--- src/rtl/serial_sub.sv ---
// Digit-serial subtractor: diff = a - b - bin, LSB digit first, DIGIT bits per cycle.
// Optional macro SERIAL_SUB_SAT_EN: unsigned saturate-at-zero on final borrow.
module serial_sub #(
    parameter int WIDTH = 16,
    parameter int DIGIT = 4
) (
    input  logic             clk,
    input  logic             rst_n,
    input  logic             in_valid,
    output logic             in_ready,
    input  logic [WIDTH-1:0] a,
    input  logic [WIDTH-1:0] b,
    input  logic             bin,
    output logic             out_valid,
    input  logic             out_ready,
    output logic [WIDTH-1:0] diff,
    output logic             bout
);

    localparam int N  = WIDTH / DIGIT;
    localparam int CW = $clog2(N + 1);

    typedef enum logic [1:0] {IDLE, RUN, DONE} state_t;

    state_t           r_state;
    state_t           w_state_next;
    logic [WIDTH-1:0] r_a_sh;
    logic [WIDTH-1:0] r_b_sh;
    logic [WIDTH-1:0] r_res;
    logic [WIDTH-1:0] r_diff;
    logic             r_borrow;
    logic             r_bout;
    logic [CW-1:0]    r_cnt;

    logic [DIGIT:0]   w_dig;
    logic [WIDTH-1:0] w_res_next;
    logic [WIDTH-1:0] w_final;
    logic             w_last;
    logic             w_accept;

    assign in_ready  = (r_state == IDLE) || ((r_state == DONE) && out_ready);
    assign w_accept  = in_valid && in_ready;
    assign out_valid = (r_state == DONE);
    assign diff      = r_diff;
    assign bout      = r_bout;

    assign w_dig  = {1'b0, r_a_sh[DIGIT-1:0]} - {1'b0, r_b_sh[DIGIT-1:0]}
                  - (DIGIT + 1)'(r_borrow);
    // Concatenate-then-shift keeps the MSB-side insert legal even when DIGIT == WIDTH.
    assign w_res_next = WIDTH'({w_dig[DIGIT-1:0], r_res} >> DIGIT);
    assign w_last     = (r_cnt == CW'(N - 1));

`ifdef SERIAL_SUB_SAT_EN
    assign w_final = w_res_next & {WIDTH{~w_dig[DIGIT]}};
`else
    assign w_final = w_res_next;
`endif

    always_ff @(posedge clk or negedge rst_n) begin
        if (!rst_n) r_state <= IDLE;
        else        r_state <= w_state_next;
    end

    always_comb begin
        w_state_next = r_state;
        case (r_state)
            IDLE: if (in_valid) w_state_next = RUN;
            RUN:  if (w_last) w_state_next = DONE;
            DONE: if (out_ready) w_state_next = in_valid ? RUN : IDLE;
            default: w_state_next = IDLE;
        endcase
    end

    always_ff @(posedge clk or negedge rst_n) begin
        if (!rst_n) begin
            r_a_sh   <= '0;
            r_b_sh   <= '0;
            r_res    <= '0;
            r_diff   <= '0;
            r_borrow <= 1'b0;
            r_bout   <= 1'b0;
            r_cnt    <= '0;
        end else if (w_accept) begin
            r_a_sh   <= a;
            r_b_sh   <= b;
            r_borrow <= bin;
            r_cnt    <= '0;
        end else if (r_state == RUN) begin
            r_a_sh   <= r_a_sh >> DIGIT;
            r_b_sh   <= r_b_sh >> DIGIT;
            r_borrow <= w_dig[DIGIT];
            r_res    <= w_res_next;
            r_cnt    <= r_cnt + 1'b1;
            if (w_last) begin
                r_diff <= w_final;
                r_bout <= w_dig[DIGIT];
            end
        end
    end

endmodule
--- config.mk ---
export PLATFORM = sky130hd
export DESIGN_NAME = serial_sub
export DESIGN_NICKNAME = d
export VERILOG_FILES = /design/src/rtl/serial_sub.sv
export SDC_FILE = /design/constraint.sdc
export NUM_CORES = 1
export LEC_CHECK = 0
export ABC_CLOCK_PERIOD_IN_PS = 5300
export CAP_MARGIN = 30
export CELL_PAD_IN_SITES_DETAIL_PLACEMENT = 1
export CELL_PAD_IN_SITES_GLOBAL_PLACEMENT = 2
export CORE_MARGIN = 2
export CORE_UTILIZATION = 35
export CTS_CLUSTER_DIAMETER = 80
export DETAILED_ROUTE_END_ITERATION = 10
export PLACE_DENSITY_LB_ADDON = 0.1
export SLEW_MARGIN = 10
export SYNTH_ARGS = -nofsm -noshare
export SYNTH_HDL_FRONTEND = slang
export SYNTH_SLANG_ARGS = --single-unit
--- constraint.sdc ---
create_clock -name clk -period 5.3 [get_ports clk]
set_clock_uncertainty 0.05 [all_clocks]
set_input_delay 1.06 -clock clk [delete_from_list [all_inputs] [get_ports clk]]
set_output_delay 1.06 -clock clk [all_outputs]
set_load 0.02 [all_outputs]
==> impl_metrics.csv, run 1 <==
group,metric,value,unit
status,status,"finished, final reports clean",
cts,numClockSinks,67,
global_routing,grt_max_degree,45,
sta,fin_tns_setup,0,ns
synth,synth.top_cells.by_count,"102 x nand2_1, 67 x dfrtp_1, 25 x a22oi_1, 20 x o21ai_0, 11 x inv_1",
global_routing,grt_usage,0.156,
finish,syn2layout_area_growth,29.7,%
flow_run,cap_violations,0,
synth,synthArstFlopShare,1.00,
route,drtIter0Drc,75,
pwr,power_frac_seq,0.360,
pwr,power.leakage,1.81,nW
pwr,switching_share,0.383,
synth,syn_nets,328,
setup_path,crit_type,"in2out",
cts,hold_buffers,0,
setup_path,crit_path_cell_trace,"clkdlybuf4s50_1 > and2b_1 > nor2_1 > clkdlybuf4s50_1",
cts,tritoncts,"yes",
synth,synth.top_cell.area_share,0.576,
synth,synth_warnings,0,
setup_path,critPathTopFamily,"buffers and inverters",
sta,clock.fmax,0.280,GHz
cts,clk_pin_slew,0.07,ns
synth,syn_avg_cell_area,10.4,um2
setup_path,cp-start-kind,"input port",
route,vias,2102,
floorplan,fp.coreArea,8130,um2
sta,hold_viol,0,
floorplan,die_w,95.2,um
global_routing,overflow,0,
synth,synth_area_leaders,"dfrtp_1 58%, nand2_1 13%, a22oi_1 6.4%, mux2_4 4.1%, ha_1 3.4%",
setup_path,path_common_cell,"clkdlybuf4s50_1",
synth,syn_area,2910,um2
pwr,p_int,0.00152,W
finish,finalNetCount,383,
synth,ys_types,26,
global_routing,grt_pass1_wl,10.6,mm
setup_path,crit_required,4.19,ns
route,wirelength,6.37,mm
cts,post-cts-setup-buffers,0,
setup_path,critPathMaxStageDelay,0.60,ns
synth,synth_most_common_cell,"nand2_1",
setup_path,cp_num_buf_inv,2,
synth,yosys.area.top_type,"dfrtp_1",
floorplan,die-area,9060,um2
global_routing,grt_pass1_vias,2220,
setup_path,crit_path_max_fanout,3,
route,wire_per_inst,14.3,um
route,postRouteAntennaNets,0,
floorplan,start_util,0.358,
setup_path,cp.arrival,2.46,ns
sta,min_period,3.57,ns
finish,drive_above_1_share,0.0938,
setup_path,cp_slowest_cell,"clkdlybuf4s50_1",
pwr,p_switching,0.000945,W
floorplan,boundaryPins,56,
synth,synth-seq-cells,67,
sta,max_slew_margin,0.523,
setup_path,end_kind,"output port",
pwr,pwr_density_cell,653,nW/um2
pwr,peakVddDrop,184,uV
synth,ys_seq_area_frac,0.576,
cts,root_buffer,"clkbuf_8",
floorplan,die_h,95.2,um
place,hpwl,4.07,mm
sta,setup_viol,0,
cts,numCtsBuffers,9,
place,io_buffer_count,55,
sta,slew_viol_final,0,
pwr,clkPwrFrac,0.190,
cts,htree_levels,3,
route,drc,0,
place,globalplace.congestion,0.677,
global_routing,antenna_found_initial,0,
cts,clk_latency,0.34,ns
synth,synth_edf_count,0,
sta,grt_setup_unrepaired,"no",
finish,antenna_cells,0,
synth,ys.flop_type,"dfrtp_1",
cts,cts_resized,0,
cts,cts.path.max_buffers,2,
sta,worstMarginPinSlew,0.715,ns
pwr,combPwrFrac,0.450,
route,viasPerCell,4.71,
worst_hold_path,hold_path_class,"reg2reg",
route,first_pass_iters,4,
synth,synthesis.instances,281,
sta,fin_crit_sh,0.674,
pwr,power,0.00247,W
floorplan,rows,33,
## per-layer routing
metal	vias to the layer above	routed length, um	track usage
met5	-	0	0
met4	0	104	0.0688
met2	47	2950	0.253
met1	1010	3000	0.198
li1	1034	-	-
met3	11	313	0.0395
## state kept, by name, summed over array words and instances (netlist names)
name / count
r_state: 2
r_res: 12
diff: 16
bout: 1
r_cnt: 3
r_borrow: 1
r_b_sh: 16
r_a_sh: 16
## path summary, 6_finish.rpt
check / from / to / slack, ns / depth (start not counted)
worst max-delay path: out_ready / in_ready / 1.73 / 4
worst min-delay path: r_a_sh[8] / r_a_sh[8] / 0.43 / 2
worst max register to register: r_a_sh[0] / r_borrow / 3.18 / 6
worst min register to register: r_a_sh[8] / r_a_sh[8] / 0.43 / 2
max in group asynchronous: rst_n / r_b_sh[14] / 3.51 / 2
min in group asynchronous: rst_n / diff[2] / 0.70 / 1
## final cells by class
| cell class | count | area [um2] |
|---|---|---|
| multi-input cells | 187 | 1120 |
| repair buffers | 60 | 591 |
| fillers | 904 | 4360 |
| clock inverters | 4 | 73.8 |
| clock buffers | 12 | 145 |
| inverters | 11 | 41.3 |
| well taps | 105 | 131 |
| flip-flops and latches | 67 | 1680 |
## cells by family (layout without fill, tap and decap cells)
group / count (synthesis) / after routing / share of synthesized area
xor+xnor: 4 / 4 / 0.0120
buf+inv: 27 / 87 / 0.0425
compound gates: 49 / 49 / 0.108
flops: 67 / 67 / 0.576
mux: 13 / 13 / 0.0606
simple gates: 111 / 111 / 0.153
fa+ha+maj: 10 / 10 / 0.0481
## per-stage QoR
step           instances  worst slack [ns]   util  hold slack [ns]  instance area, um2
2_1_floorplan        281              2.65      -            0.392                2910
3_3_place_gp         429              1.74  0.435            0.409                3540
3_5_place_dp         430              1.73  0.437            0.413                3560
4_1_cts              446              1.72  0.464            0.432                3780
5_1_grt              446              1.67  0.464            0.452                3780
6_report             446              1.73  0.464            0.427                3780
## power by group through the flow
| stage | registers, W | clock network, W | logic, W |
|---|---|---|---|
| after floorplan | 0.000937 | 0 | 0.000695 |
| after global placement | 0.000891 | 0 | 0.00109 |
| after detailed placement | 0.000903 | 0 | 0.00113 |
| after CTS | 0.000892 | 0.000487 | 0.00114 |
| after global routing | 0.000922 | 0.000509 | 0.00126 |
| final | 0.000887 | 0.000469 | 0.00111 |
## placed cells by master, fill, tap and decap left out, types with 2 or more instances in the layout
cell	n
clkbuf_1	2
inv_1	11
nand2_1	102
xnor2_1	4
a22oi_1	25
dfrtp_1	67
clkbuf_8	10
and2b_1	2
fa_1	2
nand2b_1	3
o21ai_0	20
mux2_1	3
ha_1	8
buf_4	4
mux2_4	8
mux2_2	2
bufinv_16	2
clkdlybuf4s50_1	54
## worst reg2reg max path, stage by stage (launching register included)
cell and delay, ns:
dfrtp_1 0.41, fa_1 0.48, fa_1 0.44, nand2b_1 0.16
a21oi_1 0.17, xnor2_1 0.17, o21ai_0 0.12
(Power assumes the default switching activity.)
==> run 2, diff against run 1 <==
ABC_CLOCK_PERIOD_IN_PS = 3400   (was 5300)
CORE_UTILIZATION = 32   (was 35)
clock period = 3.4 ns   (was 5.3 ns; I/O delays follow)
==> impl_metrics.csv, run 2 (synthesis results as in run 1) <==
group,metric,value,unit
status,status,"finished, final reports clean",
sta,min_period,2.80,ns
place,io_buffer_count,55,
cts,tritoncts,"yes",
worst_hold_path,hold_path_class,"in2async",
place,globalplace.congestion,0.753,
global_routing,overflow,0,
sta,clock.fmax,0.357,GHz
sta,setup_viol,0,
route,viasPerCell,4.68,
cts,clk_latency,0.33,ns
route,drtIter0Drc,70,
flow_run,cap_violations,0,
route,drc,0,
sta,fin_tns_setup,0,ns
setup_path,end_kind,"output port",
setup_path,crit_path_max_fanout,3,
finish,syn2layout_area_growth,28.7,%
global_routing,grt_pass1_wl,10.9,mm
cts,clk_pin_slew,0.07,ns
route,vias,2095,
floorplan,fp.coreArea,8760,um2
global_routing,grt_use_met3,0.0302,
finish,final_cells,448,
global_routing,grt_max_degree,45,
pwr,power.leakage,1.79,nW
finish,layout_commonest_cell,"nand2_1",
cts,post-cts-setup-buffers,0,
floorplan,die-area,9880,um2
setup_path,crit_required,2.67,ns
cts,cts_resized,0,
cts,numCtsBuffers,9,
global_routing,antenna_found_initial,0,
route,wirelength,6.57,mm
pwr,pwr_density_cell,994,nW/um2
sta,slew_viol_final,0,
sta,fin_crit_sh,0.825,
cts,htree_levels,3,
global_routing,grt_pass1_vias,2213,
finish,drive_above_1_share,0.0882,
floorplan,die_h,99.4,um
sta,max_slew_margin,0.504,
sta,worstMarginPinSlew,0.744,ns
pwr,peakVddDrop,314,uV
place,hpwl,4.30,mm
finish,antenna_cells,0,
floorplan,boundaryPins,56,
setup_path,crit_type,"in2out",
floorplan,start_util,0.332,
floorplan,rows,34,
route,postRouteAntennaNets,0,
sta,grt_setup_unrepaired,"no",
global_routing,grt_usage,0.143,
cts,root_buffer,"clkbuf_8",
setup_path,cp-start-kind,"input port",
route,wire_per_inst,14.7,um
floorplan,die_w,99.4,um
cts,cts.path.max_buffers,2,
global_routing,busiest_layer,"met2",
cts,hold_buffers,0,
place,dp_cells,433,
route,first_pass_iters,4,
global_routing,gr-usage-met2,0.234,
setup_path,cp.arrival,2.07,ns
sta,hold_viol,0,
finish,mostFrequentLayoutCells,"102 x nand2_1, 67 x dfrtp_1, 54 x clkdlybuf4s50_1",
global_routing,grt_use_met1,0.180,
cts,numClockSinks,67,
sta,hold_slack,0.356,ns
finish,finalNetCount,383,
[run 2: changes by cell type in the layout (fill, tap and decap cells not counted), sizes merged]
cell,previous run,this run
bufinv,2,1
[run 2: power breakdown]
group / internal [W] / switching, W
registers: 0.00117 / 0.000219
logic: 0.000774 / 0.000943
clock network: 0.000334 / 0.000288
total: 0.00227 / 0.00145
[run 2: area by class of cell]
type,instances,area [um2]
Clock buffer,12,135
Inverter,11,41.3
Tap cell,108,135
Clock inverter,3,40.0
Sequential cell,67,1680
Multi-Input combinational cell,187,1120
Fill cell,988,5010
Timing Repair Buffer,60,603
[run 2: worst max-delay path, cell delays in order]
cell	delay (ns)
clkdlybuf4s50_1	0.47
and2b_1	0.22
nor2_1	0.10
clkdlybuf4s50_1	0.60
[run 2: final timing paths]
check                                from         to  slack [ns]  cells past startpoint
worst max-delay path            out_ready   in_ready        0.60                      4
worst min-delay path                rst_n    diff[2]        0.36                      1
worst max register to register  r_a_sh[0]       bout        1.28                      6
worst min register to register   r_res[6]   r_res[6]        0.42                      2
max in group asynchronous           rst_n  r_b_sh[6]        2.28                      2
min in group clk                 r_res[6]   r_res[6]        0.42                      2
[run 2: through the flow]
stage / total power [W] / instance area [um2] / util / setup slack, ns
finish: 0.00373 / 3750 / 0.428 / 0.596
global route: 0.00408 / 3750 / 0.428 / 0.534
CTS: 0.00381 / 3750 / 0.428 / 0.584
detailed placement: 0.00317 / 3570 / 0.408 / 0.593
global placement: 0.00308 / 3560 / 0.406 / 0.602
floorplan: 0.00254 / 2910 / - / 1.43
[run 2: per-layer routing]
metal  vias to the layer above  part of all wire
met5                         -                 0
met4                         0             0.016
met3                         8             0.037
met2                        48              0.48
met1                      1004              0.47
li1                       1035                 -
==> run 3, diff against run 2 <==
ABC_CLOCK_PERIOD_IN_PS = 2900   (was 3400)
clock period = 2.9 ns   (was 3.4 ns; I/O delays follow)
==> impl_metrics.csv, run 3 (synthesis results as in run 1) <==
group,metric,value,unit
status,status,"finished, final reports clean",
place,globalplace.congestion,0.719,
cts,tritoncts,"yes",
finish,antenna_cells,0,
setup_path,cp-start-kind,"input port",
cts,clk_latency,0.34,ns
sta,clock.fmax,0.381,GHz
floorplan,rows,34,
sta,grt_setup_unrepaired,"no",
cts,cts_resized,0,
setup_path,crit_path_max_fanout,3,
setup_path,cp.arrival,1.99,ns
finish,syn2layout_area_growth,29.9,%
pwr,combPwrFrac,0.457,
global_routing,antenna_found_initial,0,
pwr,power,0.00440,W
finish,drive_above_1_share,0.102,
place,hpwl,4.31,mm
route,drtIter0Drc,55,
global_routing,grt_pass1_wl,10.7,mm
cts,numCtsBuffers,9,
finish,mostFrequentLayoutCells,"102 x nand2_1, 67 x dfrtp_1, 54 x clkdlybuf4s50_1",
worst_hold_path,hold_path_class,"in2async",
pwr,clkPwrFrac,0.173,
route,wirelength,6.46,mm
floorplan,fp.coreArea,8760,um2
place,io_buffer_count,55,
route,postRouteAntennaNets,0,
pwr,power.leakage,1.81,nW
setup_path,reg2reg_slack,0.73,ns
setup_path,crit_required,2.27,ns
floorplan,start_util,0.332,
pwr,peakVddDrop,443,uV
floorplan,die_w,99.4,um
sta,min_period,2.62,ns
finish,layout_commonest_cell,"nand2_1",
pwr,pwr_density_cell,1160,nW/um2
global_routing,grt_usage,0.142,
sta,slew_viol_final,0,
route,first_pass_iters,4,
finish,multi_input_area,1120,um2
global_routing,grt_max_degree,45,
cts,htree_levels,3,
cts,root_buffer,"clkbuf_8",
pwr,switching_share,0.389,
cts,numClockSinks,67,
pwr,p_int,0.00269,W
sta,setup_viol,0,
setup_path,end_kind,"output port",
global_routing,overflow,0,
pwr,p_switching,0.00171,W
pwr,power_frac_seq,0.370,
sta,fin_crit_sh,0.904,
sta,fin_tns_setup,0,ns
setup_path,crit_type,"in2out",
route,drc,0,
floorplan,boundaryPins,56,
cts,post-cts-setup-buffers,0,
floorplan,die-area,9880,um2
route,wire_per_inst,14.3,um
global_routing,grt_pass1_vias,2119,
floorplan,die_h,99.4,um
flow_run,cap_violations,0,
route,viasPerCell,4.65,
sta,max_slew_margin,0.639,
sta,hold_viol,0,
route,vias,2097,
finish,finalNetCount,385,
cts,hold_buffers,0,
cts,cts.path.max_buffers,2,
finish,ff_latch_area,1680,um2
finish,fillerInstances,973,
sta,worstMarginPinSlew,0.539,ns
cts,clk_pin_slew,0.07,ns
[run 3: layer usage]
layer	GRT usage	part of all wire
met1	0.177	0.46
met2	0.231	0.48
met3	0.0323	0.037
met4	0.0695	0.019
met5	0	0
[run 3: worst max-delay path, cell delays in order]
cell             delay (ns)
clkdlybuf4s50_1        0.48
and2b_1                0.23
nor2_1                 0.10
clkdlybuf4s50_1        0.61
[run 3: path summary, 6_finish.rpt]
check                      startpoint  endpoint  cells after the start
max                         out_ready  in_ready                      4
min                             rst_n   diff[2]                      1
max reg2reg                 r_a_sh[0]      bout                      6
min reg2reg                  r_res[7]  r_res[7]                      2
max in group asynchronous       rst_n  diff[10]                      2
min in group clk             r_res[7]  r_res[7]                      2
[run 3: power by group through the flow]
| stage | combinational [W] | clock (W) | sequential, W |
|---|---|---|---|
| global route | 0.00230 | 0.000833 | 0.00169 |
| floorplan | 0.00127 | 0 | 0.00171 |
| detailed placement | 0.00206 | 0 | 0.00165 |
| CTS | 0.00208 | 0.000795 | 0.00164 |
| finish | 0.00201 | 0.000760 | 0.00163 |
| global placement | 0.00198 | 0 | 0.00163 |
[run 3: cell type report]
cell class	count	area share
inverters	11	0.0109
multi-input cells	187	0.295
clock inverters	5	0.0139
clock buffers	11	0.0374
flip-flops and latches	67	0.443
repair buffers	62	0.163
well taps	108	0.0357
[run 3: per-stage QoR]
stage	utilization	hold slack, ns	setup WS, ns	cells	area (um2)
final	0.432	0.0584	0.278	451	3780
after global routing	0.432	0.0479	0.223	451	3780
after detailed placement	0.407	0.413	0.282	434	3570
after global placement	0.405	0.408	0.299	433	3550
after CTS	0.429	0.341	0.271	450	3760
after floorplan	-	0.234	0.928	281	2910
